==> src/rtl/uart_tx_arbiter.sv <==
// uart_tx_arbiter: round-robin scheduler that lets several requesters share one
// UART transmitter. It captures one byte from the winner, strobes the UART,
// tracks busy_flag until the frame ends and reports done or a start timeout.
module uart_tx_arbiter #(
    parameter int unsigned NUM_REQ       = 4,
    parameter int unsigned START_TIMEOUT = 16
) (
    input  logic                   clk,
    input  logic                   reset,
    input  logic                   enable,
    input  logic [NUM_REQ-1:0]     req,
    input  logic [8*NUM_REQ-1:0]   req_data,
    output logic [NUM_REQ-1:0]     ack,
    output logic [NUM_REQ-1:0]     done,
    output logic                   err,
    output logic                   tx_en,
    output logic                   begin_flag,
    output logic [7:0]             tx_data,
    input  logic                   busy_flag,
    output logic [2:0]             owner
);

    localparam int unsigned CW = $clog2(START_TIMEOUT) + 1;

    typedef enum logic [1:0] {
        IDLE,
        START,
        WAIT_BUSY,
        WAIT_DONE
    } state_t;

    state_t               state_q, state_d;
    logic [2:0]           last_q, last_d;
    logic [2:0]           owner_q, owner_d;
    logic [7:0]           tx_data_q, tx_data_d;
    logic                 tx_en_q, tx_en_d;
    logic                 begin_q, begin_d;
    logic [NUM_REQ-1:0]   ack_q, ack_d;
    logic [NUM_REQ-1:0]   done_q, done_d;
    logic                 err_q, err_d;
    logic [CW-1:0]        cnt_q, cnt_d;

    logic [7:0]           req_ext;
    logic                 win_found;
    logic [2:0]           win_idx;
    logic [7:0]           win_data;

    // Requester index reached by stepping 'step' places past 'base', modulo NUM_REQ.
    function automatic logic [2:0] rr_idx(input logic [2:0] base, input int unsigned step);
        int unsigned s;
        s = (32'(base) + step) % NUM_REQ;
        return s[2:0];
    endfunction

    // Round-robin search starting just after the last owner; first hit wins.
    always_comb begin
        req_ext              = '0;
        req_ext[NUM_REQ-1:0] = req;
        win_found            = 1'b0;
        win_idx              = '0;
        for (int unsigned i = 1; i <= NUM_REQ; i++) begin
            if (!win_found && req_ext[rr_idx(last_q, i)]) begin
                win_found = 1'b1;
                win_idx   = rr_idx(last_q, i);
            end
        end
    end

    // Byte lane of the winning requester.
    always_comb begin
        win_data = '0;
        for (int unsigned i = 0; i < NUM_REQ; i++) begin
            if (3'(i) == win_idx) begin
                win_data = req_data[8*i +: 8];
            end
        end
    end

    // Next-state and registered-output logic.
    always_comb begin
        state_d   = state_q;
        last_d    = last_q;
        owner_d   = owner_q;
        tx_data_d = tx_data_q;
        tx_en_d   = tx_en_q;
        cnt_d     = cnt_q;
        begin_d   = 1'b0;
        ack_d     = '0;
        done_d    = '0;
        err_d     = 1'b0;
        case (state_q)
            IDLE: begin
                if (enable && win_found) begin
                    tx_data_d = win_data;
                    owner_d   = win_idx;
                    ack_d     = NUM_REQ'(1) << win_idx;
                    tx_en_d   = 1'b1;
                    state_d   = START;
                end
            end
            START: begin
                // Strobe is registered, so it is visible for the first WAIT_BUSY cycle.
                begin_d = 1'b1;
                cnt_d   = '0;
                state_d = WAIT_BUSY;
            end
            WAIT_BUSY: begin
                if (busy_flag) begin
                    state_d = WAIT_DONE;
                end else if (cnt_q == CW'(START_TIMEOUT - 1)) begin
                    err_d   = 1'b1;
                    tx_en_d = 1'b0;
                    last_d  = owner_q;
                    state_d = IDLE;
                end else begin
                    cnt_d = cnt_q + CW'(1);
                end
            end
            WAIT_DONE: begin
                if (!busy_flag) begin
                    done_d  = NUM_REQ'(1) << owner_q;
                    last_d  = owner_q;
                    tx_en_d = 1'b0;
                    state_d = IDLE;
                end
            end
            default: state_d = IDLE;
        endcase
    end

    // State and output registers; asynchronous active-low reset.
    always_ff @(posedge clk or negedge reset) begin
        if (!reset) begin
            state_q   <= IDLE;
            last_q    <= 3'(NUM_REQ - 1);
            owner_q   <= '0;
            tx_data_q <= '0;
            tx_en_q   <= 1'b0;
            begin_q   <= 1'b0;
            ack_q     <= '0;
            done_q    <= '0;
            err_q     <= 1'b0;
            cnt_q     <= '0;
        end else begin
            state_q   <= state_d;
            last_q    <= last_d;
            owner_q   <= owner_d;
            tx_data_q <= tx_data_d;
            tx_en_q   <= tx_en_d;
            begin_q   <= begin_d;
            ack_q     <= ack_d;
            done_q    <= done_d;
            err_q     <= err_d;
            cnt_q     <= cnt_d;
        end
    end

    assign ack        = ack_q;
    assign done       = done_q;
    assign err        = err_q;
    assign tx_en      = tx_en_q;
    assign begin_flag = begin_q;
    assign tx_data    = tx_data_q;
    assign owner      = owner_q;

endmodule
==> config.mk <==
export PLATFORM = sky130hd
export DESIGN_NAME = uart_tx_arbiter
export DESIGN_NICKNAME = d
export VERILOG_FILES = /design/src/rtl/uart_tx_arbiter.sv
export SDC_FILE = /design/constraint.sdc
export NUM_CORES = 1
export LEC_CHECK = 0
export ABC_AREA = 0
export BUFFER_PORTS_ARGS = -buffer_cell sky130_fd_sc_hd__buf_2
export CORE_MARGIN = 2
export CORE_UTILIZATION = 40
export CTS_CLUSTER_DIAMETER = 50
export DETAILED_ROUTE_END_ITERATION = 6
export GPL_ROUTABILITY_DRIVEN = 0
export PLACE_DENSITY = 0.67
export SETUP_SLACK_MARGIN = 0.5
export SYNTH_ARGS = -nofsm -noshare
export SYNTH_HDL_FRONTEND = slang
export SYNTH_SLANG_ARGS = --single-unit
export TNS_END_PERCENT = 100
==> constraint.sdc <==
create_clock -name clk -period 2.1 [get_ports clk]
set_clock_uncertainty 0.2 [all_clocks]
set_input_delay 0.315 -clock clk [delete_from_list [all_inputs] [get_ports clk]]
set_output_delay 0.315 -clock clk [all_outputs]
set_load 0.02 [all_outputs]
==> metrics.md <==
| Metric | Value |
|---|---|
| Status | complete, no violations |
| Mapped Cells | 162 |
| Syn nets | 204 |
| Number of inserted diodes | 0 |
| PD cells | 1130 nW/um2 |
| Dpl hpwl | 2.72 mm |
| Final slew viol count | 0 |
| Post-route ant nets | 0 |
| Die Y-Extent | roughly 69 um |
| FF+latch count, synth | 30 |
| Core Region | 4030 um2 |
| Final TNS setup | 0 ns |
| Clock tree buffer depth | 2 |
| Critical path class | reg2reg |
| Worst rel slew slack | 0.562 |
| Share of layout cells above drive strength 1 | 0.555 |
| Hold Crit Start | req_data[4] |
| Post-synth ARST share | 1.00 |
| Vias in the first global route | 1434 |
| I/O Buffers | 60 |
| Synth warn | 0 |
| Drt via density | 5.05 |
| Synth cell types | 37 |
| Crit path from | last_q[1] |
| Post-synthesis mux area share | 0.143 |
| Post-Synth Simple-Gate Area | 0.204 |
| Boundary pin count | between 60 and 70 |
| Final net count | 286 |
| Post-Synth XOR/XNOR Area | 0 |
| Crit. End Element | flop |
| DIE AREA | 4770 um2 |
| Worst r2r src | last_q[1] |
| Top Metal Used | met4 |
| Clk Latency, worst-skew pair | 0.28 ns |
| Initial antenna violation count | 0 |
| Pre-Repair DR Iteration Count | 4 |
| Peak Freq | 522 MHz |
| Synth-to-layout area growth | 47.2% |
| Total Wirelength | 4.25 mm |
| First-pass GRT wire length | 6.49 mm |
| Compound-Gate Fraction of Synth Area | 0.133 |
| DR WL met2 | 2.19 mm |
| Synth top area cells | dfrtp_1 41%, mux2i_1 8.3%, mux2_2 6.0%, nand2_1 4.9%, o211ai_2 4.4% |
| Starting Density | 0.420 |
| Most common cell after layout, fill and taps aside | buf_2 |
| Post-Syn Area per Cell | 10.4 um2 |
| Sink Count | 30 |
| Largest net degree at the start of global routing | 31 |
| Worst hold path type | in2reg |
| CTS tree | done |
| Worst EP required | 2.10 ns |
| EDFF count, synth | 0 |
| Largest family of logic cells by synthesized area | simple AND/OR/NAND/NOR gates |
| DRC violations left | 0 |
| Worst EP arrival | ~1.9 ns |
| Peak VDD IR | 0.000564 V |
| Endpoints failing setup | 0 |
| Total gr overflow | 0 |
| Leakage | 1.25 nW |
| Post-DP Area | 2100 um2 |
| Critical Path Fanout Max | 8 |
| Synth Flop Type | dfrtp_1 |
| Fillcell total | 344 |
| Final hold violation count | 0 |
| Min cycle time layout | about 1.9 ns |
| Worst-path cell chain | nand2b_4 > a21boi_4 > o21ai_4 > clkbuf_16 > mux2_4 > o211ai_2 |
| Total track usage | 0.169 |
| Clk slew on worst S/H paths | around 0.060 ns |
| Biggest area consumer among synthesized cells | dfrtp_1 |
| Adder-cell area share of the yosys netlist | 0.0148 |
| Sequential area share after synthesis | 0.445 |
| Detail Route met3 WL | 226 um |
| Worst path slowest cell | dfstp_2 |
| Design area | 2490 um2 |
| Worst-Margin Slew | 0.657 ns |
| Total number of vias | 1491 |
| Post-synth top area share | 0.414 |
| RSZ-0062 raised after global routing | yes |
| Met1 WL | 1.79 mm |
| Number of CTS-inserted buffers | 5 |
| Die Wd | 69.0 um |
| Syn Std Cell Area | 1690 um2 |
| CTS H-tree lvls | 2 |
| Row cnt | 23 |
| Slowest Stage Delay on Critical Path | 0.60 ns |
| Max_cap viols | 0 |
| Most frequent cells in the layout | 60 x buf_2, 28 x dfrtp_1, 21 x nand2_1 |
| CP Launch Type | flop |
| Iteration-0 DRC Markers | 53 |
| Final period utilization | 0.913 |
| Clk root buf | clkbuf_8 |
| Post-DR wirelength/cell | 14.4 um |
final timing paths:
kind	depth (start not counted)	endpoint	slack [ns]
min reg2reg	2	tx_data[0]	0.30
min	3	tx_data[4]	0.13
min in group asynchronous	2	done[2]	0.40
max	6	tx_data[2]	0.18
max in group asynchronous	2	cnt_q[1]	0.88
max reg2reg	6	tx_data[2]	0.18
final cells by class:
class / instances / area (um2) / share of cell area
multi-input cells: 119 / 1010 / 0.406
flip-flops and latches: 30 / 753 / 0.303
repair buffers: 86 / 576 / 0.231
clock buffers: 8 / 80.1 / 0.0322
well taps: 50 / 62.6 / 0.0251
inverters: 2 / 7.51 / 0.00302
Yosys cell counts, drive strengths merged, types with 2 or more instances:
library cell   n
nand3         14
nor2b          6
nor3b          3
o21ai         10
dfstp          2
nand2b         3
nor3           3
nor2           7
ha             2
dfrtp         28
a21boi         2
buf            9
a31oi          2
and3           2
o211ai         9
inv            2
mux2i         14
nand2         22
clkbuf         2
mux2           9
per-stage QoR:
| step | utilization | cells | hold slack, ns | power (mW) | worst slack [ns] |
|---|---|---|---|---|---|
| after floorplan | - | 162 | -0.181 | 1.82 | 0.279 |
| after global placement | 0.520 | 267 | 0.183 | 2.09 | 0.190 |
| after detailed placement | 0.520 | 267 | 0.189 | 2.12 | 0.137 |
| after CTS | 0.578 | 288 | 0.133 | 2.65 | 0.184 |
| after global routing | 0.618 | 295 | 0.148 | 2.99 | 0.108 |
| final | 0.618 | 295 | 0.134 | 2.82 | 0.183 |
metal layers:
layer / vias up / global-route usage
li1: 738 / -
met1: 699 / 0.219
met2: 49 / 0.277
met3: 5 / 0.0424
met4: 0 / 0.0523
met5: - / 0
state kept, by name, summed over array words and instances, names as in the netlist:
name,cells
begin_flag,1
last_q,2
owner,2
err,1
state_q,2
done,4
cnt_q,5
tx_data,8
tx_en,1
ack,4
logic make-up (layout without fill, tap and decap cells):
| logic type | after synthesis | after routing |
|---|---|---|
| AOI/OAI and AO/OA | 27 | 27 |
| adders and majority gates | 2 | 2 |
| buffers and inverters | 13 | 96 |
| DFF | 30 | 30 |
| muxes | 23 | 23 |
| other | 1 | 1 |
| and+or+nand+nor | 66 | 66 |
worst max-delay path, delay by kind of cell, from the launching register on:
| family | cells | cell delay, ns |
|---|---|---|
| AO/OA/AOI/OAI | 3 | 0.35 |
| buffers and inverters | 1 | 0.22 |
| flip-flops | 1 | 0.60 |
| multiplexers | 1 | 0.30 |
| AND/OR/NAND/NOR | 1 | 0.16 |
what timing repair did:
action | 4_1_cts | 5_1_grt
gates resized for setup | 15 | 20
hold endpoints to repair | 28 | 0
gates cloned | 0 | 2
buffers inserted | 12 | 5
endpoints found under the setup margin | 21 | 24
hold buffers | 1 | 0
pin swaps | 10 | 9
power breakdown:
part           total, mW  switching, mW  internal, mW
Clock              0.440          0.205         0.235
Combinational       1.45          0.744         0.705
Sequential         0.932          0.161         0.771
Total               2.82           1.11          1.71
No activity file was read; power rests on OpenSTA's default activity.
